File: src/rtl/seg7_scan_driver.sv
// Four-digit multiplexed 7-segment driver. Two binary values (clamped to 99) are converted to BCD
// by a sequential double-dabble. Define SEG7_LEADING_ZERO_BLANK_EN to blank zero tens digits.
module seg7_scan_driver #(
  parameter int SCAN_DIV = 100_000
) (
  input  logic       clk,
  input  logic       reset,
  input  logic [7:0] value_a,
  input  logic [7:0] value_b,
  input  logic       load,
  output logic       busy,
  output logic [6:0] seg,
  output logic [3:0] digit_select,
  output logic [1:0] o_dbg_state
);

  localparam logic [1:0] ST_IDLE   = 2'd0;
  localparam logic [1:0] ST_SHIFT  = 2'd1;
  localparam logic [1:0] ST_COMMIT = 2'd2;

  localparam int CW = (SCAN_DIV > 1) ? $clog2(SCAN_DIV) : 1;
  localparam logic [CW-1:0] SCAN_LAST = CW'(SCAN_DIV - 1);

  logic [1:0]    r_state;
  logic [2:0]    r_shift_cnt;
  logic [15:0]   r_sr_a;
  logic [15:0]   r_sr_b;
  logic [7:0]    r_disp_a;
  logic [7:0]    r_disp_b;
  logic [CW-1:0] r_scan_cnt;
  logic [1:0]    r_digit_idx;
  logic [6:0]    r_seg;
  logic [3:0]    r_digit_select;

  logic [3:0]    w_digit;
  logic          w_blank;
  logic [6:0]    w_enc;

  function automatic logic [7:0] clamp99(input logic [7:0] v);
    return (v > 8'd99) ? 8'd99 : v;
  endfunction

  // Scratch layout is {tens, ones, binary}; one add-3 correction then one left shift.
  function automatic logic [15:0] dd_step(input logic [15:0] s);
    logic [15:0] t;
    t = s;
    if (t[11:8] >= 4'd5)  t[11:8]  = t[11:8] + 4'd3;
    if (t[15:12] >= 4'd5) t[15:12] = t[15:12] + 4'd3;
    return {t[14:0], 1'b0};
  endfunction

  // Conversion FSM. The displayed registers change only in COMMIT.
  always_ff @(posedge clk) begin
    if (reset) begin
      r_state     <= ST_IDLE;
      r_shift_cnt <= 3'd0;
      r_sr_a      <= 16'd0;
      r_sr_b      <= 16'd0;
      r_disp_a    <= 8'd0;
      r_disp_b    <= 8'd0;
    end else begin
      case (r_state)
        ST_IDLE: begin
          if (load) begin
            r_sr_a      <= {8'd0, clamp99(value_a)};
            r_sr_b      <= {8'd0, clamp99(value_b)};
            r_shift_cnt <= 3'd0;
            r_state     <= ST_SHIFT;
          end
        end
        ST_SHIFT: begin
          r_sr_a      <= dd_step(r_sr_a);
          r_sr_b      <= dd_step(r_sr_b);
          r_shift_cnt <= r_shift_cnt + 3'd1;
          if (r_shift_cnt == 3'd7) r_state <= ST_COMMIT;
        end
        ST_COMMIT: begin
          r_disp_a <= r_sr_a[15:8];
          r_disp_b <= r_sr_b[15:8];
          r_state  <= ST_IDLE;
        end
        default: r_state <= ST_IDLE;
      endcase
    end
  end

  // Free-running scan, independent of the conversion FSM.
  always_ff @(posedge clk) begin
    if (reset) begin
      r_scan_cnt  <= '0;
      r_digit_idx <= 2'd0;
    end else if (r_scan_cnt == SCAN_LAST) begin
      r_scan_cnt  <= '0;
      r_digit_idx <= r_digit_idx + 2'd1;
    end else begin
      r_scan_cnt <= r_scan_cnt + 1'b1;
    end
  end

  always_comb begin
    w_digit = 4'd0;
    case (r_digit_idx)
      2'd0: w_digit = r_disp_b[3:0];
      2'd1: w_digit = r_disp_b[7:4];
      2'd2: w_digit = r_disp_a[3:0];
      2'd3: w_digit = r_disp_a[7:4];
      default: w_digit = 4'd0;
    endcase
  end

`ifdef SEG7_LEADING_ZERO_BLANK_EN
  assign w_blank = r_digit_idx[0] && (w_digit == 4'd0);
`else
  assign w_blank = 1'b0;
`endif

  // Active-low segments, bit order g..a.
  always_comb begin
    w_enc = 7'b1111111;
    case (w_digit)
      4'd0: w_enc = 7'b1000000;
      4'd1: w_enc = 7'b1111001;
      4'd2: w_enc = 7'b0100100;
      4'd3: w_enc = 7'b0110000;
      4'd4: w_enc = 7'b0011001;
      4'd5: w_enc = 7'b0010010;
      4'd6: w_enc = 7'b0000010;
      4'd7: w_enc = 7'b1111000;
      4'd8: w_enc = 7'b0000000;
      4'd9: w_enc = 7'b0010000;
      default: w_enc = 7'b1111111;
    endcase
  end

  // seg and digit_select share one register stage so they switch on the same edge.
  always_ff @(posedge clk) begin
    if (reset) begin
      r_seg          <= 7'b1111111;
      r_digit_select <= 4'b1111;
    end else begin
      r_seg          <= w_blank ? 7'b1111111 : w_enc;
      r_digit_select <= ~(4'b0001 << r_digit_idx);
    end
  end

  assign seg          = r_seg;
  assign digit_select = r_digit_select;
  assign busy         = (r_state != ST_IDLE);
  assign o_dbg_state  = r_state;

endmodule

File: config.mk
export PLATFORM = sky130hd
export DESIGN_NAME = seg7_scan_driver
export DESIGN_NICKNAME = d
export VERILOG_FILES = /design/src/rtl/seg7_scan_driver.sv
export SDC_FILE = /design/constraint.sdc
export NUM_CORES = 1
export LEC_CHECK = 0
export ABC_AREA = 1
export CORE_MARGIN = 3
export CORE_UTILIZATION = 50
export CTS_CLUSTER_SIZE = 16
export DETAILED_ROUTE_END_ITERATION = 12
export PLACE_DENSITY = 0.73
export SLEW_MARGIN = 20
export SYNTH_ARGS = -nofsm -noshare
export SYNTH_HDL_FRONTEND = slang
export SYNTH_SLANG_ARGS = --single-unit
export TNS_END_PERCENT = 10
File: constraint.sdc
create_clock -name clk -period 1.9 [get_ports clk]
set_input_delay 0.38 -clock clk [delete_from_list [all_inputs] [get_ports clk]]
set_output_delay 0.38 -clock clk [all_outputs]
set_load 0.005 [all_outputs]
[Word-level counts from Yosys, hierarchy flattened]
Memories as Yosys holds them, arrays and structs flattened. A register that Yosys moved wholly into a read port is not among the register bits.
Cells that the tools add are included.
Word-level totals
  input bits: 19
  bits in read-only memories: 112
  output and inout port bits: 14
  bits in registers: 76
  logic and storage cells: 57
  memories: 1
Memory list
  (name not given): words 16, bits a word 7, rd ports 1, clocked after memory_dff 1, write ports 0, RTL line 120  | case (w_digit)
Cells by class
  reductions and logical operators: 7
  add/sub/neg operators: 7
  mux-type cells: 16
  $lt $le $gt $ge: 6
  equal/unequal tests: 9
  shift-type cells: 1
  bitwise gates (word level): 1
Operators by type and width (number)
  one-hot mux 16 bit (2 select lines): 2
  2-to-1 mux 16 bit: 2
  adder 17 x 1 -> 17 bit (second input constant): 1
  == test 17 bit (second input constant): 1
  >= comparator 4 x 3 -> 1 bit (second input constant): 4
  greater-than comparator 8 x 7 -> 1 bit (second input constant): 2
  2-to-1 mux 8 bit: 2
  one-hot mux 4 bit (4 select lines): 1
  2-to-1 mux 3 bit: 3
  adder 4 x 2 -> 4 bit (second input constant): 2
  2-to-1 mux 4 bit: 2
  adder 3 x 2 -> 3 bit (second input constant): 2
  == test 2 bit (second input constant): 3
  one-hot mux 3 bit (2 select lines): 1
  == test 2 x 1 -> 1 bit (second input constant): 2
  zero test 2 bit: 2
  2-to-1 mux 2 bit: 2
  inequality test 2 bit (second input constant): 2
  NOT 4 bit: 1
  one-hot mux 2 bit (2 select lines): 1
  AND reduction 2 bit: 2
  nonzero test 2 bit: 2
  << shifter 1 x 2 -> 4 bit (first input constant): 1
  adder 3 x 1 -> 3 bit (second input constant): 1
  other kinds (3): 3

[Logic depth before layout (Yosys ltp)]
Gate-level depths: netlist of the first run.
  depth after elaboration: 4
  gate-level depth with buffers: 12

[Worst setup path before layout of the first run]
Ideal clock, no wire load.
  path kind: register to register
  start point: reg r_digit_idx[0]
  end point: reg r_seg[1] (netlist: seg[1])
  path buffers: 0
  data arrival time: 1.807 ns
  setup slack: 0.035 ns
  cell stages (with the launch flop): 10
  setup time: 0.058 ns
  cell sequence: dfxtp_1 inv_1 ha_1 inv_2 nand2_1 o21bai_1 inv_1 ha_1 or2_2 nand2_1
Between the ends
  longest elaborated chain between the ends: 2
  elaborated cells on any way between the ends: 5
RTL lines
  from (decl): RTL line 31  | logic [1:0] r_digit_idx;
  from (signal assigned): RTL line 94  | r_digit_idx <= r_digit_idx + 2'd1;
  == test 2 bit, or another cell as far along: RTL line 102  | case (r_digit_idx)
  one-hot mux 4 bit (4 select lines) *: RTL line 102
  to (decl): RTL line 32  | logic [6:0] r_seg;
Mark *: on every way between the ends. The rest lies on a longest branch, timed or not.
A chain may end at the register's enable or synchronous reset.

[Worst setup path in the final report of the first run]
Ends and elaborated chain as after synthesis.

==> impl_metrics.toml, run 1 <==
[outcome]
status = "finished clean"

[worst_setup_path]
slowest_delay_ns = 0.38
cp_max_fo = 5
end_kind = "flop"
regToRegSetupSlack_ns = 0.09
critPathMostFrequentCell = "nand2_1"
cp_data_required_time_ns = 2.19
cp-start-kind = "flop"
crit_path_cell_trace = "inv_1 > ha_1 > nand2_1 > nand2_1 > o21bai_1 > inv_1 > ha_1 > or2_2 > nand2_1"
crit_type = "reg -> reg"
worst_ep_arrival_time_ns = 2.10
cp_slowest_cell = "dfxtp_2"
cp_num_buf_inv = 2
crit_family = "adder cells"

[die]
fp.dieH_um = 95.2
fp.dieArea_mm2 = 0.00907
num_io_pins = 33
coreArea_mm2 = 0.00749
chipWidth_um = 95.2
rows = 31
start_util = 0.532

[finish]
finalNonFillerCells = 683
num_antenna_cells = 0
syn_to_final_growth_pct = 17.5
drive_above_1_share = 0.0822
nets = 617

[logic_synthesis]
ys_ff_latch = 83
syn_nets = 580
synthTopCellsByArea = "dfxtp_1 42%, nand2_1 11%, nor2_1 6.4%"
synth_area_mm2 = 0.00398
synth_async_sr_flop_share = 0
synth_top_area_frac = 0.417
synth_most_common_cell = "nand2_1"
yosysUniqueCellTypes = 33
synth_edf_count = 0
yosysSeqAreaShare = 0.417
yosysTopAreaCell = "dfxtp_1"
synth-main-ff-cell = "dfxtp_1"
syn_avg_cell_area_um2 = 7.35
synth_warnings = 0
postSynthCellCount = 542
synth_common_cells = "116 x nand2_1, 83 x dfxtp_1, 68 x nor2_1"

[run]
max_cap_violations = 0

[timing]
clock_skew_ns = 0.00849
timing.hold.ws_ns = 0.449
fmax_ghz = 0.553
slew_violations = 0
fin_crit_ns = 1.81
rsz0062_at_grt = "false"
period_share = 0.952
fin_tns_setup_ns = 0
worstMarginPinSlew_ns = 0.556
relSlewSlack = 0.629
setup_viol = 0
finalHoldViolCount = 0

[global_route]
gr-total-overflow = 0
grt_pass1_vias = 3236
grt_usage = 0.193
antenna_found_initial = 0
grt_start_max_net_pins = 35
grt_pass1_wl_um = 14100

[cts]
cts_tree = "yes"
clkLatencyLatePin_ns = 0.34
cts-root-buf = "clkbuf_8"
clk_path_buf_depth = 2
path_clk_slew_ns = 0.08
cts_hold_buf = 0
htree_num_levels = 3
cts.sinks = 83
numCtsBuffers = 9

[placement]
placed_cells = 665
hpwl_um = 5750
io_buffers = 32
gp_congestion = 0.907

[drt]
route.met3.wl_um = 192
drt-pass1-iter-count = 4
route.detailed.drc = 0
highest_layer = "met4"
viasPerCell = 5.12
vias = 3494
wl_um = 8130
drtIter0Drc = 164
wl_met1_um = 3880
postRouteAntennaNets = 0
wl_met2_um = 3990
post_drt_wl_per_cell_um = 11.9

[power_and_ir_drop]
peakVddDrop_v = 0.000411
p_per_area_mw_per_mm2 = 719
leakagePower_nw = 1.89
p_total_mw = 3.36

[hold_path]
worstHoldPathType = "reg -> reg"
[flip-flops by register name, indices dropped and copies added, names as in the netlist]
name and flops:
r_digit_idx 2, r_disp_b 8, o_dbg_state 2, r_shift_cnt 3, r_disp_a 8, r_scan_cnt 17
r_sr_a 16, r_sr_b 16, seg 7, digit_select 4
[cell type report]
cell class                 instances  area [um^2]
multi-input combinational        382         2010
fill                             668         2810
tap                               99          124
timing repair buffer              42          433
clock buffer                      13          169
inverter                          60          225
timing repair inverter             1         5.00
sequential                        83         1670
clock inverter                     3         43.8
[where the power goes]
group	internal, mW	switching, mW
logic	0.114	0.128
registers	1.78	0.0237
clock network	0.719	0.600
total	2.61	0.752
[kinds of logic (layout without fill, tap and decap cells)]
family | after synthesis | in the layout | synth area share
AO/OA/AOI/OAI | 102 | 102 | 0.145
XOR/XNOR | 12 | 12 | 0.0264
adder cells (fa/ha/maj) | 19 | 19 | 0.0597
buffers and inverters | 77 | 119 | 0.0811
flip-flops | 83 | 83 | 0.417
AND/OR/NAND/NOR | 249 | 249 | 0.270
[cell usage in the layout (no fill, tap or decap), types with 2 or more instances in the layout]
cell             instances
nand3_1                 32
ha_2                     2
nor3_1                   6
inv_2                    4
clkdlybuf4s50_1         32
nand2_1                116
o22ai_1                  2
buf_4                    7
ha_1                    17
a22oi_1                 12
nand3b_1                 5
inv_1                   56
xor2_1                   8
buf_12                   3
xnor2_1                  4
dfxtp_2                  4
o21ai_0                 34
nand4_1                 14
nor2_1                  67
clkbuf_8                12
nor2_2                   3
a21oi_1                 46
dfxtp_1                 79
[path summary, 6_finish.rpt]
path | startpoint | endpoint | cells after the start
worst max register to register | r_digit_idx[0] | seg[1] | 9
worst max-delay path | r_digit_idx[0] | seg[1] | 9
worst min register to register | r_scan_cnt[0] | r_scan_cnt[0] | 1
worst min-delay path | r_scan_cnt[0] | r_scan_cnt[0] | 1
[routing by layer]
layer,vias to the layer above,GRT usage
met5,-,0
met4,0,0.0565
met3,9,0.0410
met2,36,0.332
met1,1607,0.243
li1,1842,-
[through the flow]
step,area (um^2),setup slack (ns),util
5_1_grt,4680,0.00205,0.625
3_3_place_gp,4430,0.0861,0.592
4_1_cts,4650,0.0263,0.621
3_5_place_dp,4430,0.0105,0.592
2_1_floorplan,3980,0.0351,-
6_report,4680,0.0915,0.625
[repair_timing]
action,in CTS,in global routing
pin swaps,0,2
endpoints found under the setup margin,2,5
gates cloned,0,1
gates resized for setup,3,6
buffers inserted,0,1
No activity file was read; power rests on OpenSTA's default activity.
==> inputs of run 2 (changes only) <==
==> constraint.sdc (replaced) <==
create_clock -name clk -period 1.6 [get_ports clk]
set_input_delay 0.32 -clock clk [delete_from_list [all_inputs] [get_ports clk]]
set_output_delay 0.32 -clock clk [all_outputs]
set_load 0.1 [all_outputs]
==> impl_metrics.toml, run 2 (synthesis results as in run 1) <==
[cts]
numCtsBuffers = 9
htree_num_levels = 3
path_clk_slew_ns = 0.08
cts_hold_buf = 0
cts-root-buf = "clkbuf_8"
cts_tree = "yes"
clkLatencyLatePin_ns = 0.36
clk_path_buf_depth = 2
cts.sinks = 83

[finish]
post-route-util = 0.670
largest_register_ffs = 17
layout_commonest_cell = "nand2_1"
top_regs = "r_scan_cnt (17), r_sr_a (16), r_sr_b (16)"
multiInputGateArea_mm2 = 0.00213
regMostFlops = "r_scan_cnt"
drive_above_1_share = 0.155
syn_to_final_growth_pct = 25.9
nets = 625
fillers = 634
mostFrequentLayoutCells = "106 x nand2_1, 79 x dfxtp_1, 64 x nor2_1"
num_antenna_cells = 0
ff_latch_area_mm2 = 0.00168

[worst_setup_path]
critPathMostFrequentCell = "nand2_1"
worst_ep_arrival_time_ns = 1.85
end_kind = "flop"
cp_num_buf_inv = 4
crit_type = "reg -> reg"
cp_max_fo = 8
slowest_delay_ns = 0.39
crit_path_cell_trace = "inv_4 > ha_4 > inv_8 > nand2_4 > o21bai_4 > inv_2 > ha_2 > nand3b_1 > nand2_1 > inv_1 > nand2_1 > nand2_1"
cp_data_required_time_ns = 1.84
cp_slowest_cell = "dfxtp_4"
crit_family = "flip-flops"
cp-start-kind = "flop"

[placement]
hpwl_um = 6090
dpl_worst_slack_ns = -0.0336
gp_congestion = 0.915
io_buffers = 32

[global_route]
grt_pass1_vias = 3412
grt_start_max_net_pins = 32
antenna_found_initial = 0
global_route.usage.met1 = 0.247
grt_pass1_wl_um = 14800
grt_busiest_layer = "met2"
grt_usage = 0.202
grt_use_met3 = 0.0418
gr-total-overflow = 0
met2_usage = 0.341

[timing]
finalHoldViolCount = 0
period_share = 1.01
slew_violations = 0
worstMarginPinSlew_ns = 0.390
clock_skew_ns = 0.0177
rsz0062_at_grt = "true"
setup_viol = 2
fin_crit_ns = 1.62
fmax_ghz = 0.619
relSlewSlack = 0.740
timing.final.ws_setup_ns = -0.0154
fin_tns_setup_ns = -0.0228

[drt]
drtIter0Drc = 133
wl_um = 8460
vias = 3594
drt-pass1-iter-count = 5
route.detailed.drc = 0
post_drt_wl_per_cell_um = 12.2
viasPerCell = 5.20
postRouteAntennaNets = 0

[die]
fp.dieArea_mm2 = 0.00907
start_util = 0.532
chipWidth_um = 95.2
rows = 31
num_io_pins = 33
fp.dieH_um = 95.2
coreArea_mm2 = 0.00749

[power_and_ir_drop]
p_comb_frac = 0.105
switching_share = 0.262
p_per_area_mw_per_mm2 = 796
leakagePower_nw = 2.03
p_seq_frac = 0.537
p_int_mw = 2.94
clkPwrFrac = 0.358
peakVddDrop_v = 0.000509
p_sw_mw = 1.05

[outcome]
status = "complete, but fails checks"
violations = "setup timing"

[hold_path]
worstHoldPathType = "reg -> reg"

[run]
max_cap_violations = 0
-- run 2: cell count changes in the layout (fill, tap and decap cells not counted), moves of 5 or more --
cell             delta
ha_1                -5
nand2_1            -10
buf_12             +15
buf_4               +8
clkdlybuf4s50_1    -14
nand2_2             +7
-- run 2: what timing repair did --
action | 4_1_cts | 5_1_grt
pin swaps | 4 | 3
endpoints found under the setup margin | 6 | 10
setup buffers | 3 | 0
resized for setup | 18 | 9
-- run 2: routing by layer --
layer | vias up | wire, um
met5 | - | 0
met4 | 0 | 227
met3 | 22 | 286
met2 | 66 | 4110
met1 | 1652 | 3830
li1 | 1854 | -
-- run 2: final cells by class --
type | instances | share of cell area
sequential | 83 | 0.334
inverter | 60 | 0.0474
timing repair buffer | 51 | 0.130
clock buffer | 11 | 0.0305
tap | 99 | 0.0247
clock inverter | 5 | 0.00699
multi-input combinational | 382 | 0.426
-- run 2: worst paths after layout --
check / slack [ns] / startpoint / to / cells past startpoint
hold / removal: 0.45 / r_scan_cnt[0] / r_scan_cnt[0] / 1
setup reg to reg: -0.02 / r_digit_idx[0] / seg[5] / 12
hold reg to reg: 0.45 / r_scan_cnt[0] / r_scan_cnt[0] / 1
setup / recovery: -0.02 / r_digit_idx[0] / seg[5] / 12
-- run 2: power by group through the flow --
stage / Clock, mW / Combinational [mW] / Sequential (mW)
floorplan: 0 / 0.179 / 2.26
global placement: 0 / 0.417 / 2.19
detailed placement: 0 / 0.423 / 2.19
CTS: 1.46 / 0.424 / 2.14
global route: 1.55 / 0.455 / 2.15
finish: 1.43 / 0.421 / 2.14
-- run 2: stage by stage --
| stage | std cells | cell area, um^2 | power [mW] | hold WS, ns |
|---|---|---|---|---|
| finish | 691 | 5010 | 3.99 | 0.454 |
| global route | 691 | 5010 | 4.15 | 0.482 |
| CTS | 691 | 4990 | 4.02 | 0.457 |
| detailed placement | 673 | 4720 | 2.61 | 0.446 |
| global placement | 673 | 4720 | 2.60 | 0.428 |
| floorplan | 542 | 4050 | 2.44 | 0.418 |
